<file path="config.mk">
export PLATFORM = sky130hd
export DESIGN_NAME = cache_req_queue_flat
export DESIGN_NICKNAME = d
export VERILOG_FILES = /design/src/rtl/cache_req_queue_pkg.sv /design/src/rtl/cache_req_queue_if.sv /design/src/rtl/cache_req_queue_req_fifo.sv /design/src/rtl/cache_req_queue.sv /design/src/flat_wrapper.sv
export SDC_FILE = /design/constraint.sdc
export NUM_CORES = 1
export LEC_CHECK = 0
export ABC_CLOCK_PERIOD_IN_PS = 13200
export CORE_MARGIN = 2
export CORE_UTILIZATION = 45
export DETAILED_ROUTE_END_ITERATION = 10
export HOLD_SLACK_MARGIN = 0.05
export PLACE_DENSITY = 0.71
export SLEW_MARGIN = 5
export SYNTH_ARGS = -nofsm -noshare
export SYNTH_HDL_FRONTEND = slang
export SYNTH_SLANG_ARGS = --single-unit
export TNS_END_PERCENT = 30
</file>
<file path="constraint.sdc">
create_clock -name CLK -period 13.2 [get_ports CLK]
set_clock_uncertainty 0.15 [all_clocks]
set_input_delay 1.98 -clock CLK [delete_from_list [all_inputs] [get_ports CLK]]
set_output_delay 1.98 -clock CLK [all_outputs]
set_load 0.01 [all_outputs]
</file>
<file path="src/rtl/cache_req_queue_pkg.sv">
// Shared types for the cache request queue: FSM states, queued entry layout
// and the default bus widths that match the cache interface.
package cache_req_pkg;

  localparam int ADDR_W_DEF = 10;
  localparam int DATA_W_DEF = 32;

  typedef enum logic [1:0] {
    IDLE,
    ISSUE,
    RESP
  } state_e;

  typedef struct packed {
    logic                  we;
    logic [ADDR_W_DEF-1:0] addr;
    logic [DATA_W_DEF-1:0] wdata;
  } req_entry_t;

  localparam int ENTRY_W = $bits(req_entry_t);

endpackage

</file>
<file path="src/rtl/cache_req_queue_if.sv">
// CPU request/response and cache strobe bundle. The queue is the slave;
// the CPU plus cache environment is the master.
interface cache_req_queue_if #(
  parameter int ADDR_W = 10,
  parameter int DATA_W = 32
);
  logic              req_valid;
  logic              req_ready;
  logic              req_we;
  logic [ADDR_W-1:0] req_addr;
  logic [DATA_W-1:0] req_wdata;
  logic              rsp_valid;
  logic              rsp_we;
  logic [DATA_W-1:0] rsp_rdata;
  logic              MemReadCpu;
  logic              MemWriteCpu;
  logic [ADDR_W-1:0] Address;
  logic [DATA_W-1:0] DataIn;
  logic              Stall;
  logic [DATA_W-1:0] DataOut;

  modport master (
    output req_valid, req_we, req_addr, req_wdata, Stall, DataOut,
    input  req_ready, rsp_valid, rsp_we, rsp_rdata,
           MemReadCpu, MemWriteCpu, Address, DataIn
  );

  modport slave (
    input  req_valid, req_we, req_addr, req_wdata, Stall, DataOut,
    output req_ready, rsp_valid, rsp_we, rsp_rdata,
           MemReadCpu, MemWriteCpu, Address, DataIn
  );
endinterface

</file>
<file path="src/rtl/cache_req_queue_req_fifo.sv">
// Synchronous FIFO with first-word fall-through read data. Pushes when full
// and pops when empty are ignored.
module req_fifo #(
  parameter int DEPTH = 4,
  parameter int WIDTH = 8
) (
  input  logic                   clk,
  input  logic                   rst,
  input  logic                   push,
  input  logic                   pop,
  input  logic [WIDTH-1:0]       wdata,
  output logic [WIDTH-1:0]       rdata,
  output logic                   full,
  output logic                   empty,
  output logic [$clog2(DEPTH):0] count
);
  localparam int PTR_W = $clog2(DEPTH);

  logic [PTR_W-1:0] wr_ptr_q, wr_ptr_d;
  logic [PTR_W-1:0] rd_ptr_q, rd_ptr_d;
  logic [PTR_W:0]   count_q, count_d;
  logic [WIDTH-1:0] mem_q [DEPTH];
  logic             do_push, do_pop;

  assign full    = (count_q == (PTR_W+1)'(DEPTH));
  assign empty   = (count_q == '0);
  assign count   = count_q;
  assign rdata   = mem_q[rd_ptr_q];
  assign do_push = push && !full;
  assign do_pop  = pop && !empty;

  // Power-of-two depth lets the pointers wrap by plain overflow.
  always_comb begin
    wr_ptr_d = wr_ptr_q + PTR_W'(do_push);
    rd_ptr_d = rd_ptr_q + PTR_W'(do_pop);
    count_d  = count_q + (PTR_W+1)'(do_push) - (PTR_W+1)'(do_pop);
  end

  // NOTE: sequential state is assigned with <= so every flop samples pre-edge values.
  always_ff @(posedge clk) begin
    if (rst) begin
      wr_ptr_q <= '0;
      rd_ptr_q <= '0;
      count_q  <= '0;
    end else begin
      wr_ptr_q <= wr_ptr_d;
      rd_ptr_q <= rd_ptr_d;
      count_q  <= count_d;
    end
  end

  // NOTE: storage is not reset; an entry is only read after it has been written.
  always_ff @(posedge clk) begin
    if (do_push) mem_q[wr_ptr_q] <= wdata;
  end

endmodule

</file>
<file path="src/rtl/cache_req_queue.sv">
// Buffers CPU load/store requests, issues them one at a time to the cache and
// returns a single-cycle response per request in arrival order.
module cache_req_queue
  import cache_req_pkg::*;
#(
  parameter int DEPTH  = 4,
  parameter int ADDR_W = ADDR_W_DEF,
  parameter int DATA_W = DATA_W_DEF,
  parameter int CNT_W  = 16
) (
  input  logic                 CLK,
  input  logic                 RST,
  cache_req_queue_if.slave     bus,
  output logic [CNT_W-1:0]     stall_cnt
);
  state_e                  state_q, state_d;
  logic                    rsp_we_q, rsp_we_d;
  logic [DATA_W-1:0]       rsp_rdata_q, rsp_rdata_d;
  logic [CNT_W-1:0]        stall_cnt_q, stall_cnt_d;

  logic                    push, pop;
  logic                    fifo_full, fifo_empty;
  logic [$clog2(DEPTH):0]  fifo_count;
  logic [ENTRY_W-1:0]      fifo_rdata;
  req_entry_t              head;

  logic                    mem_rd, mem_wr;
  logic [ADDR_W-1:0]       mem_addr;
  logic [DATA_W-1:0]       mem_din;

  assign push = bus.req_valid && !fifo_full;
  assign head = req_entry_t'(fifo_rdata);

  req_fifo #(
    .DEPTH (DEPTH),
    .WIDTH (ENTRY_W)
  ) u_fifo (
    .clk   (CLK),
    .rst   (RST),
    .push  (push),
    .pop   (pop),
    .wdata ({bus.req_we, bus.req_addr, bus.req_wdata}),
    .rdata (fifo_rdata),
    .full  (fifo_full),
    .empty (fifo_empty),
    .count (fifo_count)
  );

  // NOTE: every output of this block gets a default first, so no path can infer a latch.
  always_comb begin
    state_d     = state_q;
    rsp_we_d    = rsp_we_q;
    rsp_rdata_d = rsp_rdata_q;
    stall_cnt_d = stall_cnt_q;
    pop         = 1'b0;
    mem_rd      = 1'b0;
    mem_wr      = 1'b0;
    mem_addr    = '0;
    mem_din     = '0;
    unique case (state_q)
      // A push this edge lands in the head slot, so issue can start next cycle.
      IDLE: if (!fifo_empty || push) state_d = ISSUE;
      ISSUE: begin
        mem_rd   = !head.we;
        mem_wr   = head.we;
        mem_addr = head.addr;
        mem_din  = head.wdata;
        if (bus.Stall) begin
          if (stall_cnt_q != '1) stall_cnt_d = stall_cnt_q + CNT_W'(1);
        end else begin
          pop         = 1'b1;
          rsp_we_d    = head.we;
          rsp_rdata_d = head.we ? '0 : bus.DataOut;
          state_d     = RESP;
        end
      end
      RESP:    state_d = IDLE;
      default: state_d = IDLE;
    endcase
  end

  always_ff @(posedge CLK) begin
    if (RST) begin
      state_q     <= IDLE;
      rsp_we_q    <= 1'b0;
      rsp_rdata_q <= '0;
      stall_cnt_q <= '0;
    end else begin
      state_q     <= state_d;
      rsp_we_q    <= rsp_we_d;
      rsp_rdata_q <= rsp_rdata_d;
      stall_cnt_q <= stall_cnt_d;
    end
  end

  assign bus.req_ready   = !fifo_full;
  assign bus.rsp_valid   = (state_q == RESP);
  assign bus.rsp_we      = rsp_we_q;
  assign bus.rsp_rdata   = rsp_rdata_q;
  assign bus.MemReadCpu  = mem_rd;
  assign bus.MemWriteCpu = mem_wr;
  assign bus.Address     = mem_addr;
  assign bus.DataIn      = mem_din;
  assign stall_cnt       = stall_cnt_q;

  a_count_range: assert property (@(posedge CLK) fifo_count <= ($clog2(DEPTH)+1)'(DEPTH));

endmodule

</file>
<file path="src/flat_wrapper.sv">
// flat-port wrapper written by rule: the top's interface ports become plain ports
module cache_req_queue_flat import cache_req_pkg::*;
#(
  parameter int DEPTH  = 4,
  parameter int ADDR_W = ADDR_W_DEF,
  parameter int DATA_W = DATA_W_DEF,
  parameter int CNT_W  = 16
)
  (CLK, RST, stall_cnt, bus_req_valid, bus_req_we, bus_req_addr, bus_req_wdata, bus_Stall, bus_DataOut, bus_req_ready, bus_rsp_valid, bus_rsp_we, bus_rsp_rdata, bus_MemReadCpu, bus_MemWriteCpu, bus_Address, bus_DataIn);
  cache_req_queue_if #(.ADDR_W(ADDR_W), .DATA_W(DATA_W)) bus_i ();
  input  logic CLK;
  input  logic RST;
  output logic [CNT_W-1:0] stall_cnt;
  input wire logic [$bits(bus_i.req_valid)-1:0] bus_req_valid;
  input wire logic [$bits(bus_i.req_we)-1:0] bus_req_we;
  input wire logic [$bits(bus_i.req_addr)-1:0] bus_req_addr;
  input wire logic [$bits(bus_i.req_wdata)-1:0] bus_req_wdata;
  input wire logic [$bits(bus_i.Stall)-1:0] bus_Stall;
  input wire logic [$bits(bus_i.DataOut)-1:0] bus_DataOut;
  output wire logic [$bits(bus_i.req_ready)-1:0] bus_req_ready;
  output wire logic [$bits(bus_i.rsp_valid)-1:0] bus_rsp_valid;
  output wire logic [$bits(bus_i.rsp_we)-1:0] bus_rsp_we;
  output wire logic [$bits(bus_i.rsp_rdata)-1:0] bus_rsp_rdata;
  output wire logic [$bits(bus_i.MemReadCpu)-1:0] bus_MemReadCpu;
  output wire logic [$bits(bus_i.MemWriteCpu)-1:0] bus_MemWriteCpu;
  output wire logic [$bits(bus_i.Address)-1:0] bus_Address;
  output wire logic [$bits(bus_i.DataIn)-1:0] bus_DataIn;
  assign bus_i.req_valid = bus_req_valid;
  assign bus_i.req_we = bus_req_we;
  assign bus_i.req_addr = bus_req_addr;
  assign bus_i.req_wdata = bus_req_wdata;
  assign bus_i.Stall = bus_Stall;
  assign bus_i.DataOut = bus_DataOut;
  assign bus_req_ready = bus_i.req_ready;
  assign bus_rsp_valid = bus_i.rsp_valid;
  assign bus_rsp_we = bus_i.rsp_we;
  assign bus_rsp_rdata = bus_i.rsp_rdata;
  assign bus_MemReadCpu = bus_i.MemReadCpu;
  assign bus_MemWriteCpu = bus_i.MemWriteCpu;
  assign bus_Address = bus_i.Address;
  assign bus_DataIn = bus_i.DataIn;
  cache_req_queue #(.DEPTH(DEPTH), .ADDR_W(ADDR_W), .DATA_W(DATA_W), .CNT_W(CNT_W)) u_core (.CLK(CLK), .RST(RST), .bus(bus_i), .stall_cnt(stall_cnt));
endmodule
</file>
==> results of run 1 <==
[layer usage]
layer,vias to the layer above,track usage
met5,-,0
met4,0,0.0470
met3,25,0.0460
met2,207,0.294
met1,2571,0.235
li1,2465,-
[metrics by stage]
stage	instance area (sq um)	hold WS, ns
6_report	11600	0.302
2_1_floorplan	8890	0.326
4_1_cts	11600	0.306
3_3_place_gp	10900	0.288
3_5_place_dp	10900	0.298
5_1_grt	11600	0.327
[Yosys cell counts (all sizes together), types with 2 or more instances]
cell type,number
nor3,4
nand4,4
a21oi,33
xor2,13
nor4,4
and4,2
nor2b,46
inv,3
mux4,42
clkbuf,22
mux2i,3
xnor2,7
nand3,37
o21ai,5
ha,3
nand2,42
dfxtp,58
and3,2
nor2,32
o2111ai,3
o211ai,2
buf,11
edfxtp,172
[power by group through the flow]
stage / Sequential (W) / Combinational, W / Clock, W
after floorplan: 0.000885 / 0.000179 / 0
final: 0.000884 / 0.000309 / 0.000621
after global placement: 0.000896 / 0.000308 / 0
after detailed placement: 0.000901 / 0.000312 / 0
after CTS: 0.000886 / 0.000314 / 0.000643
after global routing: 0.000892 / 0.000336 / 0.000666
[worst max-delay path: cells and delay by family, from the launching register on]
kind	cells	cell delay (ns)
AND/OR/NAND/NOR	1	0.18
multiplexers	1	0.40
AO/OA/AOI/OAI	1	0.10
flip-flops	1	0.31
buffers and inverters	3	1.42
[cell families (layout without fill, tap and decap cells)]
family          count (synthesis)  after routing  share of synthesized area
other cells                     0              1                          0
xor+xnor                       20             20                     0.0197
compound gates                 46             46                     0.0293
mux                            46             46                      0.111
fa+ha+maj                       4              4                    0.00647
buf+inv                        36            227                     0.0172
simple gates                  179            179                      0.105
flops                         230            230                      0.711
[cell type report]
cell class	instances	area, sq um	share of cell area
Antenna cell	1	2.50	0.000215
Clock buffer	38	713	0.0613
Clock inverter	5	27.5	0.00236
Inverter	3	11.3	0.000967
Multi-Input combinational cell	295	2440	0.209
Sequential cell	230	6330	0.544
Tap cell	265	332	0.0285
Timing Repair Buffer	181	1790	0.153
[sequential cells by signal, indices dropped and copies added, names as in the netlist]
signal / count
u_core.bus.rsp_we: 1
u_core.u_fifo.mem_q: 172
u_core.bus.rsp_rdata: 32
u_core.stall_cnt: 16
u_core.u_fifo.wr_ptr_q: 2
u_core.state_q: 2
u_core.u_fifo.count: 3
u_core.u_fifo.rd_ptr_q: 2
[path summary, 6_finish.rpt]
check / startpoint / endpoint / depth (start not counted)
worst max-delay path: u_core.u_fifo.rd_ptr_q[1] / bus_MemReadCpu / 6
worst min-delay path: u_core.bus.rsp_rdata[14] / u_core.bus.rsp_rdata[14] / 2
worst max register to register: u_core.state_q[1] / u_core.bus.rsp_rdata[18] / 5
worst min register to register: u_core.bus.rsp_rdata[14] / u_core.bus.rsp_rdata[14] / 2
[placed cells by master, fill, tap and decap left out, types with 7 or more instances in the layout]
master / n
clkdlybuf4s50_1: 172
edfxtp_1: 172
dfxtp_1: 56
nor2b_1: 46
nand2_1: 42
mux4_2: 42
nand3_1: 36
a21oi_1: 33
nor2_1: 30
clkbuf_16: 25
xor2_1: 13
buf_4: 8
xnor2_1: 7
clkbuf_1: 7
==> key figures, run 1 <==
Outcome
  • Status: completed

Clock network
  • Worst-case clock buffer depth: 3
  • Post-CTS Hold Fix Bufs: 0
  • Worst skew pair latency: 0.50 ns
  • CTS tree: done
  • Setup Buffers After CTS: 0
  • CTS root buffer: clkbuf_16
  • Count of clock tree sinks: 230
  • Clock transition at the registers of the reported paths: 0.06 ns
  • H-tree levels: 1
  • CTS resizes: 0
  • TritonCTS buffer count: 24

Placed design
  • HPWL Detailed: 11.4 mm
  • Number of port buffers: 173
  • Pre-CTS WS: 8.61 ns
  • GP Congestion: 0.814
  • Placed Instances: 974

Detailed routing
  • Via density: 5.17
  • Initial DRC Count: 252
  • Drc violations: 0
  • Pre-antenna DRT Iters: 4
  • Routed met2 length: 8.77 mm
  • Met3 routed WL: 1.67 mm
  • Routed via count: 5268
  • Final wirelength: 18.6 mm
  • Wire length per cell: 18.3 microns
  • Antenna-violating nets left: 0
  • Max Used Layer: met4
  • DRT met1 WL: 7.81 mm

Floorplan
  • Die height: 145 microns
  • Core box area: 19400 sq um
  • Row Count: 51
  • IO Count: 174
  • Starting Density: 0.458
  • Die ar.: 20900 sq um
  • Die X: 145 microns

Power
  • PD cells: 156 nW/um^2
  • P_sw: 0.000433 W
  • Cell-internal power: 0.00138 W
  • Switching share of power: 0.239
  • Standby leakage power: 3.72 nW
  • Seq pwr share: 0.488
  • Power share of the clock group: 0.342
  • Combinational power share: 0.170
  • Max IR drop VDD: 0.0000983 V
  • Total power: 0.00181 W

Setup path
  • Critical path arrival: 2.92 ns
  • Reg2reg setup slack: 10.59 ns
  • Slowest-stage cell, CP: buf_4
  • Critical path, cell by cell: buf_4, mux2_1, o21ai_2, buf_4, nor2b_1, clkdlybuf4s50_1
  • Critical Path RT: 11.07 ns
  • CP dominant cell by count: buf_4
  • Setup CP Type: register to primary output
  • Crit. End Element: primary output
  • Critical Path Source Type: register
  • Critical path fanouts, max: 45
  • Critical Path Max Stage Delay: 0.54 ns

Layout
  • Share of cells above drive strength 1: 0.134
  • Area grow syn2layout: 30.9%
  • Final std cells w/o fill: 1018
  • Final core occ: 0.600
  • Final nets: 818
  • # fillers: 1508

STA
  • Worst-Margin Slew: 1.18 ns
  • FMAX: 198 MHz
  • Slew Limit Fails: 0
  • Worst setup margin: 8.15 ns
  • RSZ-0062 raised after global routing: false
  • Final Hold Vio Count: 0
  • Fin crit share: 0.383
  • Minimum clock period: 5.05 ns
  • Slew headroom: 0.212
  • Setup_tns: 0 ns
  • Final setup fails: 0

Job
  • Max-cap violations: 0

Global route
  • Number of global-route vias before repair: 5372
  • Global-route wire length before repair: 28.5 mm
  • Grt total ovfl: 0
  • Overall routing resource usage: 0.177
  • Antenna violations before repair: 1
  • Pin count of the biggest net entering global routing: 59

Synthesis
  • Top post-synthesis cells by area: edfxtp_1 (58%), dfxtp_1 (13%), mux4_2 (11%), nor2b_1 (3.2%), nand3_1 (2.0%)
  • Async SR Flop Fraction: 0
  • Mapped Nets: 644
  • Synth warn: 0
  • Register area share after synthesis: 0.711
  • Synth cell types: 40
  • Synthesized area: 8890 sq um
  • Post-synth EDFFs: 172
  • Ys flop type: edfxtp_1
  • Syn Area/Cell: 15.9 sq um
  • Top-area cell type share of the netlist area: 0.581
  • Synth area leader: edfxtp_1
  • Syn Inst Count: 561
  • Yosys reg bits: 230

Worst hold path
  • Worst min-delay path class: register to register
Note: power is estimated with default switching activity, not from simulation.
==> inputs of run 2 (changes only) <==
--- a/config.mk
+++ b/config.mk
@@ -5,12 +5,12 @@
 export SDC_FILE = /design/constraint.sdc
 export NUM_CORES = 1
 export LEC_CHECK = 0
-export ABC_CLOCK_PERIOD_IN_PS = 13200
+export ABC_CLOCK_PERIOD_IN_PS = 4600
 export CORE_MARGIN = 2
 export CORE_UTILIZATION = 45
 export DETAILED_ROUTE_END_ITERATION = 10
 export HOLD_SLACK_MARGIN = 0.05
-export PLACE_DENSITY = 0.71
+export PLACE_DENSITY = 0.74
 export SLEW_MARGIN = 5
 export SYNTH_ARGS = -nofsm -noshare
 export SYNTH_HDL_FRONTEND = slang
==> constraint.sdc (replaced) <==
create_clock -name CLK -period 4.6 [get_ports CLK]
set_clock_uncertainty 0.15 [all_clocks]
set_input_delay 0.69 -clock CLK [delete_from_list [all_inputs] [get_ports CLK]]
set_output_delay 0.69 -clock CLK [all_outputs]
set_load 0.01 [all_outputs]
==> run 2 against run 1 <==
Sequential power rose to 2.9 times the previous value. Non-clock buffer count up 1. Routed wire length down 1.3%. Combinational power rose to 2.9 times the previous value. Register-to-register slack worse by 8.5 ns. Sequential share of layout area down 0.18 points. Cell count down 0.20%. Die area unchanged. Count of clock-buffer cells in the layout down 9. Largest power group unchanged. Global-route usage down 0.23 points.
==> key figures, run 2 (synthesis results as in run 1) <==
Outcome
  • Status: completed

Detailed routing
  • Final wirelength: 18.4 mm
  • Via density: 5.19
  • Drc violations: 0
  • Pre-antenna DRT Iters: 4
  • Antenna-violating nets left: 0
  • Routed via count: 5275
  • Initial DRC Count: 229
  • Wire length per cell: 18.1 microns

Clock network
  • TritonCTS buffer count: 24
  • CTS root buffer: clkbuf_16
  • Clock transition at the registers of the reported paths: 0.06 ns
  • Worst-case clock buffer depth: 3
  • H-tree levels: 1
  • Count of clock tree sinks: 230
  • Setup Buffers After CTS: 0
  • CTS resizes: 0
  • CTS tree: done
  • Post-CTS Hold Fix Bufs: 0
  • Worst skew pair latency: 0.50 ns

Worst hold path
  • Hold depth: 2
  • Hold_sp: u_core.bus.rsp_rdata[26]
  • Worst min-delay path class: register to register
  • Hold EP: u_core.bus.rsp_rdata[26]

Power
  • PD cells: 453 nW/um^2
  • Standby leakage power: 3.73 nW
  • Max IR drop VDD: 0.000328 V

Setup path
  • Setup CP Type: register to primary output
  • Critical Path Source Type: register
  • Reg2reg setup slack: 2.14 ns
  • Critical path arrival: 2.90 ns
  • Critical Path RT: 3.76 ns
  • Reg2reg start: u_core.state_q[0]
  • Crit. End Element: primary output
  • Critical path fanouts, max: 26
  • RR Endpoint: u_core.u_fifo.count[2]
  • Reg2Reg Depth: 9

STA
  • Fin crit share: 0.813
  • Minimum clock period: 3.74 ns
  • RSZ-0062 raised after global routing: false
  • Worst-Margin Slew: 1.12 ns
  • Setup_tns: 0 ns
  • Slew Limit Fails: 0
  • Final Hold Vio Count: 0
  • FMAX: 268 MHz
  • Final setup fails: 0
  • Slew headroom: 0.251

Floorplan
  • Core box area: 19400 sq um
  • Die X: 145 microns
  • Starting Density: 0.458
  • IO Count: 174
  • Die ar.: 20900 sq um
  • Row Count: 51
  • Die height: 145 microns

Layout
  • Top reg by flops: u_core.u_fifo.mem_q
  • FF+latch area: 6330 sq um
  • Antenna fix cells: 0
  • Area of the multi-input gates: 2440 sq um
  • Share of cells above drive strength 1: 0.132
  • # fillers: 1493
  • Max reg flops: 172
  • Area grow syn2layout: 31.3%
  • Design Area, Final: 11700 sq um
  • Final nets: 819
  • Most frequent cells in the layout: clkdlybuf4s50_1 (172), edfxtp_1 (172), dfxtp_1 (56)

Job
  • Max-cap violations: 0

Global route
  • Grt total ovfl: 0
  • Number of global-route vias before repair: 5426
  • Overall routing resource usage: 0.175
  • Pin count of the biggest net entering global routing: 59
  • Antenna violations before repair: 0
  • Global-route wire length before repair: 28.3 mm

Placed design
  • Number of port buffers: 173
  • Post-DP Area: 10900 sq um
  • GP Congestion: 0.828
  • HPWL Detailed: 11.5 mm
run 2: cell types whose count changed in the layout (fill, tap and decap cells not counted), sizes merged:
cell,delta
clkbuf,-9
buf,+1
bufinv,+3
clkinvlp,+1
clkinv,+3
diode,-1
run 2: routing by layer:
| metal | wire, microns | up-vias | track usage |
|---|---|---|---|
| met2 | 9070 | 174 | 0.305 |
| met1 | 7510 | 2615 | 0.219 |
| met5 | 0 | - | 0 |
| met3 | 1470 | 23 | 0.0500 |
| met4 | 303 | 0 | 0.0383 |
| li1 | - | 2463 | - |
run 2: worst max-delay path, stage by stage, from the launching register on:
cell and delay [ns]:
dfxtp_2 0.74, mux2_1 0.39, o21ai_2 0.34, buf_4 0.34, nor2_1 0.08, clkdlybuf4s50_1 0.51
run 2: power by group:
group | internal (W) | leakage (nW) | switching [W]
clock | 0.00112 | 0.368 | 0.000743
combinational | 0.000469 | 1.31 | 0.000416
sequential | 0.00243 | 2.05 | 0.000103
run 2: worst max path at each step:
stage,startpoint,slack (ns),to,cells after the start
floorplan,bus_req_valid,0.21,u_core.u_fifo.mem_q[0][0],2
detailed placement,u_core.u_fifo.rd_ptr_q[1],1.35,bus_MemWriteCpu,5
global route,u_core.u_fifo.rd_ptr_q[1],0.63,bus_MemWriteCpu,5
global placement,u_core.u_fifo.rd_ptr_q[1],1.38,bus_MemWriteCpu,5
CTS,u_core.u_fifo.rd_ptr_q[1],0.79,bus_MemWriteCpu,5
finish,u_core.u_fifo.rd_ptr_q[1],0.86,bus_MemWriteCpu,5
run 2: cell type report:
class | instances | share of cell area
clock buffers | 29 | 0.0530
clock inverters | 12 | 0.0127
inverters | 3 | 0.000964
multi-input cells | 295 | 0.209
flip-flops and latches | 230 | 0.542
well taps | 265 | 0.0284
repair buffers | 182 | 0.154
run 2: per-stage QoR:
step | hold slack (ns) | utilization | worst slack (ns) | instances | total power, W
final | 0.297 | 0.602 | 0.862 | 1016 | 0.00529
after global placement | 0.291 | 0.563 | 1.38 | 975 | 0.00346
after global routing | 0.322 | 0.602 | 0.631 | 1016 | 0.00552
after detailed placement | 0.295 | 0.563 | 1.35 | 975 | 0.00348
after floorplan | 0.326 | - | 0.206 | 561 | 0.00305
after CTS | 0.303 | 0.602 | 0.789 | 1016 | 0.00537
==> inputs of run 3 (changes only) <==
--- a/config.mk
+++ b/config.mk
@@ -5,7 +5,7 @@
 export SDC_FILE = /design/constraint.sdc
 export NUM_CORES = 1
 export LEC_CHECK = 0
-export ABC_CLOCK_PERIOD_IN_PS = 4600
+export ABC_CLOCK_PERIOD_IN_PS = 3100
 export CORE_MARGIN = 2
 export CORE_UTILIZATION = 45
 export DETAILED_ROUTE_END_ITERATION = 10
==> constraint.sdc (replaced) <==
create_clock -name CLK -period 3.1 [get_ports CLK]
set_clock_uncertainty 0.15 [all_clocks]
set_input_delay 0.465 -clock CLK [delete_from_list [all_inputs] [get_ports CLK]]
set_output_delay 0.465 -clock CLK [all_outputs]
set_load 0.01 [all_outputs]
==> run 3 against run 2 <==
Combinational power up 65%. Sequential share of layout area fell by 0.70 points. First-iteration DRC count decreased by 28%. Clock power is 48% higher. Cell count rose by 0.98%. Non-clock buffer count is 7 higher. Critical path depth decreased by 1. Global-route usage is 0.18 points lower. Sequential cell count unchanged. Largest power group unchanged.
==> key figures, run 3 (synthesis results as in run 1) <==
Layout
  • # fillers: 1497
  • Area grow syn2layout: 33.1%
  • Top reg by flops: u_core.u_fifo.mem_q
  • Most frequent cells in the layout: clkdlybuf4s50_1 (172), edfxtp_1 (172), dfxtp_1 (56)
  • Design Area, Final: 11800 sq um
  • Antenna fix cells: 0
  • Final nets: 826
  • Share of cells above drive strength 1: 0.143
  • Max reg flops: 172

Global route
  • Met3 Use GR: 0.0460
  • Grt total ovfl: 0
  • GR peak layer: met2
  • Number of global-route vias before repair: 5451
  • Global-route wire length before repair: 28.2 mm
  • Overall routing resource usage: 0.173
  • Antenna violations before repair: 0
  • GR Util met1: 0.221
  • Met2 Use GR: 0.295
  • Pin count of the biggest net entering global routing: 49

Floorplan
  • Die height: 145 microns
  • Die X: 145 microns
  • IO Count: 174
  • Starting Density: 0.458
  • Row Count: 51
  • Die ar.: 20900 sq um
  • Core box area: 19400 sq um

Detailed routing
  • Antenna-violating nets left: 0
  • Final wirelength: 18.7 mm
  • Wire length per cell: 18.2 microns
  • Pre-antenna DRT Iters: 5
  • Drc violations: 0
  • Initial DRC Count: 166
  • Via density: 5.25
  • Routed via count: 5391

Power
  • Switching share of power: 0.244
  • P_sw: 0.00193 W
  • Cell-internal power: 0.00599 W
  • PD cells: 669 nW/um^2
  • Seq pwr share: 0.468
  • Combinational power share: 0.184
  • Power share of the clock group: 0.348
  • Standby leakage power: 3.80 nW
  • Max IR drop VDD: 0.000508 V

Setup path
  • Critical Path Source Type: register
  • Worst path buffer plus inverter count: 2
  • Critical path arrival: 2.34 ns
  • Slowest-stage cell, CP: mux4_2
  • Critical Path Max Stage Delay: 0.53 ns
  • Critical Path RT: 2.48 ns
  • Crit. End Element: primary output
  • Critical path, cell by cell: buf_16, mux4_2, nor2b_1, clkdlybuf4s50_1
  • Setup CP Type: register to primary output
  • Critical path fanouts, max: 23
  • Reg2reg setup slack: 0.67 ns
  • CP top delay family: buffers and inverters

STA
  • Slew headroom: 0.592
  • Setup_tns: 0 ns
  • Worst-Margin Slew: 0.612 ns
  • Slew Limit Fails: 0
  • Final setup fails: 0
  • Worst setup margin: 0.149 ns
  • RSZ-0062 raised after global routing: false
  • Fin crit share: 0.952
  • Final Hold Vio Count: 0
  • FMAX: 339 MHz
  • WHS: 0.309 ns
  • Minimum clock period: 2.95 ns

Clock network
  • Clock transition at the registers of the reported paths: 0.06 ns
  • H-tree levels: 1
  • Worst-case clock buffer depth: 3
  • Worst skew pair latency: 0.50 ns
  • TritonCTS buffer count: 24
  • Count of clock tree sinks: 230
  • CTS tree: done
  • Post-CTS Hold Fix Bufs: 0
  • CTS root buffer: clkbuf_16

Job
  • Max-cap violations: 0

Placed design
  • HPWL Detailed: 11.4 mm
  • Number of port buffers: 173
  • GP Congestion: 0.852
  • Pre-CTS WS: 0.198 ns
  • Post-DP Area: 11000 sq um

Outcome
  • Status: completed

Worst hold path
  • Worst min-delay path class: register to register
[run 3: cell types whose count changed in the layout (fill, tap and decap cells not counted)]
cell	previous run	this run
clkbuf_16	24	27
clkinv_8	1	0
buf_12	0	5
inv_4	0	5
clkinvlp_2	1	0
inv_6	0	1
buf_16	0	1
bufinv_16	3	1
clkinv_4	1	0
clkinv_1	3	1
clkbuf_1	5	7
[run 3: worst paths after layout]
kind,startpoint,endpoint,cells after the start
max,u_core.u_fifo.rd_ptr_q[0],bus_DataIn[20],4
min,u_core.bus.rsp_rdata[22],u_core.bus.rsp_rdata[22],2
max reg2reg,u_core.state_q[0],u_core.u_fifo.count[2],9
min reg2reg,u_core.bus.rsp_rdata[22],u_core.bus.rsp_rdata[22],2
[run 3: power by group through the flow]
stage / Combinational [W] / Sequential [W] / Clock, W
detailed placement: 0.00145 / 0.00377 / 0
CTS: 0.00147 / 0.00370 / 0.00283
floorplan: 0.000764 / 0.00377 / 0
global placement: 0.00143 / 0.00375 / 0
global route: 0.00158 / 0.00373 / 0.00295
finish: 0.00146 / 0.00371 / 0.00276
[run 3: stage by stage]
step	total power, W	instances	util
5_1_grt	0.00826	1026	0.610
2_1_floorplan	0.00453	561	-
4_1_cts	0.00800	1025	0.608
6_report	0.00792	1026	0.610
3_5_place_dp	0.00522	981	0.569
3_3_place_gp	0.00518	981	0.569
[run 3: cell type report]
| cell class | instances | area (sq um) | share of cell area |
|---|---|---|---|
| inverter | 3 | 11.3 | 0.000952 |
| multi-input combinational | 295 | 2440 | 0.207 |
| tap | 265 | 332 | 0.0280 |
| sequential | 230 | 6330 | 0.535 |
| timing repair buffer | 189 | 1950 | 0.165 |
| clock inverter | 11 | 91.3 | 0.00772 |
| clock buffer | 33 | 677 | 0.0572 |
[run 3: what timing repair did]
action | CTS | global route
setup buffers | 0 | 0
endpoints found under the setup margin | 0 | 41
gates resized for setup | 0 | 1
[run 3: per-layer routing]
metal | vias to the layer above | wire length (microns) | share of wire
li1 | 2478 | - | -
met1 | 2684 | 7690 | 0.41
met2 | 196 | 9140 | 0.49
met3 | 33 | 1450 | 0.078
met4 | 0 | 418 | 0.022
met5 | - | 0 | 0
[run 3: worst min-delay path, cell delays in order (launching register included)]
cell and delay [ns]:
dfxtp_1 0.31, nand2_1 0.05, a21oi_1 0.05
